### src/rtl/alu_issue_ctrl_pkg.sv
// Shared definitions for the ALU issue stage: opcodes, ALU func3 codes,
// FSM states and the decoded-instruction bundle.
package alu_issue_ctrl_pkg;

  localparam int XLEN  = 32;
  localparam int RADDR = 5;

  localparam logic [6:0] OPC_OP     = 7'b0110011;
  localparam logic [6:0] OPC_OP_IMM = 7'b0010011;
  localparam logic [6:0] OPC_LUI    = 7'b0110111;

  localparam logic [6:0] F7_BASE = 7'b0000000;
  localparam logic [6:0] F7_ALT  = 7'b0100000;

  localparam logic [2:0] F3_ADD  = 3'b000;
  localparam logic [2:0] F3_SLL  = 3'b001;
  localparam logic [2:0] F3_SLT  = 3'b010;
  localparam logic [2:0] F3_PASS = 3'b011;
  localparam logic [2:0] F3_XOR  = 3'b100;
  localparam logic [2:0] F3_SRL  = 3'b101;
  localparam logic [2:0] F3_OR   = 3'b110;
  localparam logic [2:0] F3_AND  = 3'b111;

  typedef enum logic [1:0] {
    ST_IDLE = 2'd0,
    ST_READ = 2'd1,
    ST_EXEC = 2'd2,
    ST_WB   = 2'd3
  } state_e;

  typedef struct packed {
    logic [2:0]      func3;
    logic            subsra;
    logic [XLEN-1:0] imm;
    logic            use_imm;
    logic            is_lui;
    logic            illegal;
  } dec_t;

  function automatic logic is_shift(input logic [2:0] f3);
    return (f3 == F3_SLL) || (f3 == F3_SRL);
  endfunction

endpackage

### src/rtl/alu_issue_ctrl_decode.sv
// Combinational RV32I ALU-subset decoder. Only the opcode and Instr[31:12]
// matter here; rd is taken directly by the issue FSM.
module alu_issue_ctrl_decode
  import alu_issue_ctrl_pkg::*;
(
  input  logic [6:0]  opcode,
  input  logic [19:0] instr_upper,
  output dec_t        dec
);

  logic [6:0]  funct7;
  logic [2:0]  funct3;
  logic [11:0] imm12;

  assign funct7 = instr_upper[19:13];
  assign funct3 = instr_upper[2:0];
  assign imm12  = instr_upper[19:8];

  always_comb begin
    dec         = '0;
    dec.illegal = 1'b1;
    unique case (opcode)
      OPC_OP: begin
        dec.func3 = funct3;
        if (funct7 == F7_BASE && funct3 != F3_PASS) begin
          dec.illegal = 1'b0;
        end else if (funct7 == F7_ALT && funct3 == F3_ADD) begin
          dec.illegal = 1'b0;
          dec.subsra  = 1'b1;
        end
      end
      OPC_OP_IMM: begin
        dec.func3   = funct3;
        dec.use_imm = 1'b1;
        dec.imm     = {{(XLEN-12){imm12[11]}}, imm12};
        if (funct3 == F3_PASS) begin
          dec.illegal = 1'b1;
        end else if (is_shift(funct3)) begin
          // SRAI would need subsra; only logical immediate shifts are issued
          dec.illegal = (funct7 != F7_BASE);
        end else begin
          dec.illegal = 1'b0;
        end
      end
      OPC_LUI: begin
        dec.func3   = F3_PASS;
        dec.use_imm = 1'b1;
        dec.is_lui  = 1'b1;
        dec.imm     = {instr_upper, 12'b0};
        dec.illegal = 1'b0;
      end
      default: dec.illegal = 1'b1;
    endcase
  end

endmodule

### src/rtl/alu_issue_ctrl.sv
// Multi-cycle issue stage in front of a single-cycle ALU: accept, read
// registers, execute, then hold the writeback until the regfile takes it.
module alu_issue_ctrl
  import alu_issue_ctrl_pkg::*;
(
  input  logic             clk,
  input  logic             rst,
  input  logic             InstrValid,
  output logic             InstrReady,
  input  logic [31:0]      Instr,
  output logic [RADDR-1:0] RFrs1Addr,
  output logic [RADDR-1:0] RFrs2Addr,
  input  logic [XLEN-1:0]  RFrs1Data,
  input  logic [XLEN-1:0]  RFrs2Data,
  output logic [XLEN-1:0]  ALUoperand1,
  output logic [XLEN-1:0]  ALUoperand2,
  output logic [2:0]       ALUfunc3,
  output logic             ALUsubsra,
  input  logic [XLEN-1:0]  ALUresult,
  output logic             WBValid,
  input  logic             WBReady,
  output logic [RADDR-1:0] WBAddr,
  output logic [XLEN-1:0]  WBData,
  output logic             Illegal
);

  state_e           state_q, state_d;
  logic [31:0]      instr_q, instr_d;
  logic [RADDR-1:0] rs1_q, rs1_d;
  logic [RADDR-1:0] rs2_q, rs2_d;
  logic [RADDR-1:0] rd_q, rd_d;
  logic [XLEN-1:0]  op1_q, op1_d;
  logic [XLEN-1:0]  op2_q, op2_d;
  logic [2:0]       func3_q, func3_d;
  logic             subsra_q, subsra_d;
  logic [XLEN-1:0]  wb_data_q, wb_data_d;
  logic             wb_valid_q, wb_valid_d;
  logic             illegal_q, illegal_d;

  dec_t            dec;
  logic [XLEN-1:0] op2_src;

  alu_issue_ctrl_decode u_decode (
    .opcode      (instr_q[6:0]),
    .instr_upper (instr_q[31:12]),
    .dec         (dec)
  );

  // Shift amounts are masked to 5 bits so the ALU never sees a wider shift
  always_comb begin
    op2_src = dec.use_imm ? dec.imm : RFrs2Data;
    if (!dec.is_lui && is_shift(dec.func3)) begin
      op2_src = {{(XLEN-5){1'b0}}, op2_src[4:0]};
    end
  end

  always_comb begin
    state_d    = state_q;
    instr_d    = instr_q;
    rs1_d      = rs1_q;
    rs2_d      = rs2_q;
    rd_d       = rd_q;
    op1_d      = op1_q;
    op2_d      = op2_q;
    func3_d    = func3_q;
    subsra_d   = subsra_q;
    wb_data_d  = wb_data_q;
    wb_valid_d = wb_valid_q;
    illegal_d  = 1'b0;
    unique case (state_q)
      ST_IDLE: begin
        if (InstrValid) begin
          instr_d = Instr;
          rs1_d   = Instr[19:15];
          rs2_d   = Instr[24:20];
          state_d = ST_READ;
        end
      end
      ST_READ: begin
        if (dec.illegal) begin
          illegal_d = 1'b1;
          state_d   = ST_IDLE;
        end else begin
          op1_d    = dec.is_lui ? '0 : RFrs1Data;
          op2_d    = op2_src;
          func3_d  = dec.func3;
          subsra_d = dec.subsra;
          rd_d     = instr_q[11:7];
          state_d  = ST_EXEC;
        end
      end
      ST_EXEC: begin
        wb_data_d = ALUresult;
        if (rd_q == '0) begin
          state_d = ST_IDLE;
        end else begin
          wb_valid_d = 1'b1;
          state_d    = ST_WB;
        end
      end
      ST_WB: begin
        if (WBReady) begin
          wb_valid_d = 1'b0;
          state_d    = ST_IDLE;
        end
      end
      default: state_d = ST_IDLE;
    endcase
  end

  always_ff @(posedge clk) begin
    if (rst) begin
      state_q    <= ST_IDLE;
      instr_q    <= '0;
      rs1_q      <= '0;
      rs2_q      <= '0;
      rd_q       <= '0;
      op1_q      <= '0;
      op2_q      <= '0;
      func3_q    <= '0;
      subsra_q   <= 1'b0;
      wb_data_q  <= '0;
      wb_valid_q <= 1'b0;
      illegal_q  <= 1'b0;
    end else begin
      state_q    <= state_d;
      instr_q    <= instr_d;
      rs1_q      <= rs1_d;
      rs2_q      <= rs2_d;
      rd_q       <= rd_d;
      op1_q      <= op1_d;
      op2_q      <= op2_d;
      func3_q    <= func3_d;
      subsra_q   <= subsra_d;
      wb_data_q  <= wb_data_d;
      wb_valid_q <= wb_valid_d;
      illegal_q  <= illegal_d;
    end
  end

  assign InstrReady  = (state_q == ST_IDLE) && !rst;
  assign RFrs1Addr   = rs1_q;
  assign RFrs2Addr   = rs2_q;
  assign ALUoperand1 = op1_q;
  assign ALUoperand2 = op2_q;
  assign ALUfunc3    = func3_q;
  assign ALUsubsra   = subsra_q;
  assign WBValid     = wb_valid_q;
  assign WBAddr      = rd_q;
  assign WBData      = wb_data_q;
  assign Illegal     = illegal_q;

endmodule

### config.mk
export PLATFORM = sky130hd
export DESIGN_NAME = alu_issue_ctrl
export DESIGN_NICKNAME = d
export VERILOG_FILES = /design/src/rtl/alu_issue_ctrl_pkg.sv /design/src/rtl/alu_issue_ctrl_decode.sv /design/src/rtl/alu_issue_ctrl.sv
export SDC_FILE = /design/constraint.sdc
export NUM_CORES = 1
export LEC_CHECK = 0
export ABC_AREA = 1
export CAP_MARGIN = 30
export CORE_MARGIN = 2
export CORE_UTILIZATION = 25
export DETAILED_ROUTE_END_ITERATION = 8
export PLACE_DENSITY_LB_ADDON = 0.08
export SYNTH_ARGS = -nofsm -noshare
export SYNTH_HDL_FRONTEND = slang
export SYNTH_HIERARCHICAL = 1
export SYNTH_SLANG_ARGS = --single-unit
### constraint.sdc
create_clock -name clk -period 4.3 [get_ports clk]
set_input_delay 0.43 -clock clk [delete_from_list [all_inputs] [get_ports clk]]
set_output_delay 0.43 -clock clk [all_outputs]
set_load 0.02 [all_outputs]
==> results of run 1 <==
## where the power goes
part / total, mW / internal (mW) / switching, mW
sequential: 1.35 / 1.33 / 0.0210
clock: 1.47 / 0.873 / 0.601
combinational: 0.270 / 0.152 / 0.118
total: 3.10 / 2.36 / 0.740
## worst max-delay path, cell delays in order (launching register included)
cell and delay [ns]:
dfxtp_1 0.33, inv_1 0.08, nor3_2 0.15, nand3_1 0.08, buf_4 0.23, inv_2 0.14, clkinv_1 0.48, nand3b_2 0.74
nand3_1 0.16, a21oi_1 0.15
## cell type report
cell class / count / area share
clock buffer: 19 / 0.0479
clock inverter: 13 / 0.0153
inverter: 64 / 0.0265
multi-input combinational: 564 / 0.280
sequential: 141 / 0.305
tap: 324 / 0.0438
timing repair buffer: 257 / 0.282
## per-stage QoR
| step | area, um^2 | power [mW] | utilization |
|---|---|---|---|
| final | 9260 | 3.10 | 0.384 |
| after global routing | 9260 | 3.24 | 0.384 |
| after CTS | 9260 | 3.15 | 0.384 |
| after detailed placement | 8670 | 1.66 | 0.360 |
| after global placement | 8590 | 1.65 | 0.356 |
| after floorplan | 6070 | 1.49 | - |
## routing by layer
layer / GRT usage / up-vias / wire length, um
li1: - / 3098 / -
met1: 0.215 / 2614 / 9800
met2: 0.232 / 168 / 8490
met3: 0.0642 / 17 / 1710
met4: 0.0479 / 4 / 212
met5: 0 / - / 23
## synth_stat cells, types with 2 or more instances
library cell,number
buf_2,17
buf_4,20
nor2_1,140
buf_6,8
o21ai_0,92
a21oi_1,76
o21ai_1,8
nor2_4,3
inv_2,4
nand3_2,2
o21ai_2,14
clkbuf_1,23
nand2_1,143
nor2_2,10
nand2_2,2
dfxtp_1,141
inv_1,58
nand3_1,70
## worst min-delay path by stage
stage / from / endpoint / slack (ns)
floorplan: instr_q[9]$_SDFFE_PP0P_ / WBAddr[2]$_SDFFE_PP0P_ / 0.44
global placement: ALUoperand1[19]$_SDFFE_PP0P_ / ALUoperand1[19]$_SDFFE_PP0P_ / 0.45
detailed placement: ALUoperand2[27]$_SDFFE_PP0P_ / ALUoperand2[27]$_SDFFE_PP0P_ / 0.46
CTS: instr_q[9]$_SDFFE_PP0P_ / WBAddr[2]$_SDFFE_PP0P_ / 0.46
global route: ALUoperand2[27]$_SDFFE_PP0P_ / ALUoperand2[27]$_SDFFE_PP0P_ / 0.48
finish: instr_q[9]$_SDFFE_PP0P_ / WBAddr[2]$_SDFFE_PP0P_ / 0.45
## placed cells by master, fill, tap and decap left out, types with 2 or more instances in the layout
master and n:
a21oi_1 76, buf_16 3, buf_4 5, bufinv_16 2, clkbuf_16 17, clkdlybuf4s50_1 248, clkinv_1 2, clkinv_2 3
clkinv_4 4, clkinvlp_4 3, dfxtp_1 141, inv_1 57, inv_2 4, inv_6 2, nand2_1 142, nand2_2 3
nand3_1 70, nor2_1 140, nor2_2 10, nor2_4 3, o21ai_0 92, o21ai_1 8, o21ai_2 14
## cells by family after synthesis
family                 share of synthesized area
buffers and inverters                      0.110
AO/OA/AOI/OAI                              0.165
flip-flops                                 0.465
AND/OR/NAND/NOR                            0.260
## flip-flops by register name (all words and copies together) (netlist names)
register / count
ALUfunc3: 3
ALUoperand1: 32
ALUoperand2: 32
ALUsubsra: 1
Illegal: 1
WBAddr: 5
WBData: 32
WBValid: 1
instr_q: 32
state_q: 2
==> impl_metrics.yaml, run 1 <==
status:
  outcome: "completed"
critical_path:
  r2r_cells: 9
  reg2reg_from: "instr_q[2]$_SDFFE_PP0P_"
  crit_arrival_ns: 2.96
  r2r-end: "ALUoperand2[23]$_SDFFE_PP0P_"
  ff2ff_setup_slack_ns: 1.68
  startpoint: "instr_q[2]$_SDFFE_PP0P_"
  worst-path-max-fanout: 27
  start_kind: "flop"
  critPathRequiredTime_ns: 4.64
  crit_type: "flop to flop"
  crit_end: "ALUoperand2[23]$_SDFFE_PP0P_"
  cp-end-kind: "flop"
clocking:
  postCtsSetupBuffers: 0
  cts_tree: "done"
  cts_root_buf: "clkbuf_16"
  cts_resized: 0
  worstSkewPairLatency_ns: 0.42
  htreeDepth: 4
  cts_sinks: 141
  cts_hold_buf: 0
  cts_made_buffers: 17
  clk_transition_reported_paths_ns: 0.07
  clock_path_buffers: 2
synth:
  synth_top_cell_area_share: 0.465
  synth-edff-count: 0
  yosysTopAreaCell: "dfxtp_1"
  avgSynthCellArea_um2: 7.23
  ys_seq_area_frac: 0.465
  async_flop_share: 0
  synth_fp_nets: 971
  synth-warning-count: 6
  syn_inst: 839
  synth_cell_type_count: 26
  ys_ff_latch: 141
  netlist_top_cells_area: "dfxtp_1 (47%), nand2_1 (8.8%), nor2_1 (8.7%)"
  synth_flop_cell: "dfxtp_1"
  syn_area_um2: 6070
grt:
  grt-ovfl-total: 0
  track_usage: 0.159
  grt_pass1_vias: 5837
  grt_pass1_wl_um: 32600
  antenna_found_initial: 2
  grt_start_max_net_pins: 76
pwr:
  peakVddDrop_uv: 208
  p_leak_nw: 3.46
  powerDensity_nw_per_um2: 335
final_layout:
  area_delta_synth_final_pct: 52.5
  antenna_cells: 0
  drive_gt1_frac: 0.0747
  finalNetCount: 1177
  regArea_um2: 2820
  multiInputGateArea_um2: 2590
  final_cells: 1382
  fill_cells: 2632
sta:
  hold_viol: 0
  slew_violations: 0
  slew-limit-headroom: 0.344
  rsz0062_at_grt: "no"
  fin_ws_ns: 1.68
  period_minus_slack_ns: 2.62
  clock_skew_ns: 0.0156
  fin_crit_sh: 0.609
  fin_setup_tns_ns: 0
  whs_ns: 0.451
  setup_viol: 0
  max_freq_mhz: 382
  tightest_slew_ns: 0.981
job:
  drv_cap: 0
detailed_routing:
  wl_per_cell_um: 14.6
  drc_errors: 0
  via_per_inst: 4.27
  drt_iter0_drc: 261
  vias: 5901
  ant_nets: 0
  first_pass_iters: 4
  wirelength_um: 20200
placement:
  hpwl_um: 14000
  post-place-cells: 1350
  gp_congestion: 0.714
  post-place-ws_ns: 1.65
  port_buffers: 249
hold_path:
  hold_path.class: "flop to flop"
  hold_depth: 2
floorplanning:
  die_w_um: 160
  dieArea_um2: 25500
  io_pins: 250
  rows: 57
  initial_core_util: 0.252
  coreArea_um2: 24100
  die_h_um: 160
No activity file was read; power rests on OpenSTA's default activity.
==> run 2: changes to the inputs <==
Clock period 4.3 ns to 2.2 ns, I/O delays scaled along.
==> run 2 against run 1 <==
Sequential cell count unchanged; highest routed layer unchanged; largest cell class unchanged; wire length decreased by 1.6%; die area unchanged; largest power group unchanged; final area increased by 1.7%; cell count increased by 0.58%; clock skew decreased by 0.0057 ns; via count decreased by 0.66%.
==> impl_metrics.yaml, run 2 (synthesis results as in run 1) <==
critical_path:
  r2r-end: "ALUoperand1[3]$_SDFFE_PP0P_"
  crit_arrival_ns: 2.26
  critPathRequiredTime_ns: 2.54
  startpoint: "instr_q[26]$_SDFFE_PP0P_"
  cp-end-kind: "flop"
  start_kind: "flop"
  reg2reg_from: "instr_q[26]$_SDFFE_PP0P_"
  worst-path-max-fanout: 18
  ff2ff_setup_slack_ns: 0.28
  crit_type: "flop to flop"
  r2r_cells: 12
placement:
  hpwl_um: 14100
  gp_congestion: 0.735
  post_dp_cell_area_um2: 8750
  port_buffers: 249
detailed_routing:
  wl_met2_um: 8560
  wl_met1_um: 9470
  drt_iter0_drc: 229
  drc_errors: 0
  wl_per_cell_um: 14.3
  wirelength_um: 19900
  vias: 5862
  ant_nets: 0
  first_pass_iters: 5
  wl_met3_um: 1690
  dr.max_layer_used: "met5"
  via_per_inst: 4.22
floorplanning:
  io_pins: 250
  die_w_um: 160
  initial_core_util: 0.252
  coreArea_um2: 24100
  rows: 57
  die_h_um: 160
  dieArea_um2: 25500
final_layout:
  fill_cells: 2648
  multiInputGateArea_um2: 2590
  mostFrequentLayoutCells: "clkdlybuf4s50_1 (248), nand2_1 (142), dfxtp_1 (141)"
  final_common_cell: "clkdlybuf4s50_1"
  drive_gt1_frac: 0.0816
  area_delta_synth_final_pct: 55.1
  final_cell_area_um2: 9410
  finalNetCount: 1185
  antenna_cells: 0
  regArea_um2: 2820
grt:
  grt_pass1_wl_um: 31900
  antenna_found_initial: 1
  grt_pass1_vias: 5857
  track_usage: 0.155
  grt-ovfl-total: 0
  grt_start_max_net_pins: 76
sta:
  clock_skew_ns: 0.00995
  period_minus_slack_ns: 1.92
  whs_ns: 0.376
  tightest_slew_ns: 0.865
  fin_setup_tns_ns: 0
  setup_viol: 0
  fin_crit_sh: 0.874
  rsz0062_at_grt: "no"
  hold_viol: 0
  slew-limit-headroom: 0.423
  slew_violations: 0
  max_freq_mhz: 520
clocking:
  cts_resized: 0
  cts_hold_buf: 0
  clock_path_buffers: 2
  postCtsSetupBuffers: 0
  cts_tree: "done"
  cts_made_buffers: 17
  htreeDepth: 4
  worstSkewPairLatency_ns: 0.41
  clk_transition_reported_paths_ns: 0.06
  cts_sinks: 141
  cts_root_buf: "clkbuf_16"
pwr:
  p_leak_nw: 3.54
  finalPower_mw: 6.42
  peakVddDrop_uv: 469
  powerDensity_nw_per_um2: 682
hold_path:
  hold_path_end: "ALUoperand1[6]$_SDFFE_PP0P_"
  hold_path.class: "input port to flop"
  hold_start: "RFrs1Data[6]"
  hold_depth: 3
job:
  drv_cap: 0
status:
  outcome: "completed"
[run 2: cell count changes in the layout (fill, tap and decap cells not counted), moves of 3 or more]
cell,change
buf_12,+6
buf_4,+5
buf_16,-3
bufinv_16,+3
clkinv_2,-3
[run 2: worst max-delay path by stage]
stage	endpoint	slack, ns
2_1_floorplan	ALUoperand2[0]$_SDFFE_PP0P_	0.51
3_3_place_gp	ALUoperand1[5]$_SDFFE_PP0P_	0.31
3_5_place_dp	ALUoperand1[3]$_SDFFE_PP0P_	0.23
4_1_cts	InstrReady	0.23
5_1_grt	ALUoperand1[2]$_SDFFE_PP0P_	0.03
6_report	ALUoperand1[3]$_SDFFE_PP0P_	0.28
[run 2: cell type report]
class | count | share of cell area
Clock inverter | 12 | 0.0222
Sequential cell | 141 | 0.300
Inverter | 64 | 0.0261
Multi-Input combinational cell | 564 | 0.275
Timing Repair Buffer | 265 | 0.285
Tap cell | 324 | 0.0431
Clock buffer | 20 | 0.0485
[run 2: stage by stage]
| step | util | setup WS [ns] | cells |
|---|---|---|---|
| 2_1_floorplan | - | 0.510 | 839 |
| 6_report | 0.390 | 0.276 | 1390 |
| 4_1_cts | 0.390 | 0.235 | 1390 |
| 3_5_place_dp | 0.363 | 0.227 | 1358 |
| 5_1_grt | 0.390 | 0.0257 | 1390 |
| 3_3_place_gp | 0.363 | 0.307 | 1358 |
[run 2: where the power goes]
part	internal, mW	switching [mW]
clock network	2.09	1.16
logic	0.299	0.232
registers	2.60	0.0396
[run 2: layer usage]
| metal | track usage | vias up |
|---|---|---|
| met5 | 0 | - |
| met4 | 0.0430 | 2 |
| met3 | 0.0590 | 14 |
| met2 | 0.236 | 169 |
| met1 | 0.206 | 2562 |
| li1 | - | 3115 |
[run 2: worst max-delay path, cell delays in order, from the launching register on]
cell and delay, ns:
dfxtp_1 0.30, inv_1 0.12, nand2_1 0.07, nor2_1 0.16
nand3_1 0.13, nand3_1 0.10, nand3_1 0.09, inv_1 0.13
nand3_4 0.12, clkinv_4 0.16, buf_4 0.22, nand3_1 0.09
a21oi_1 0.13
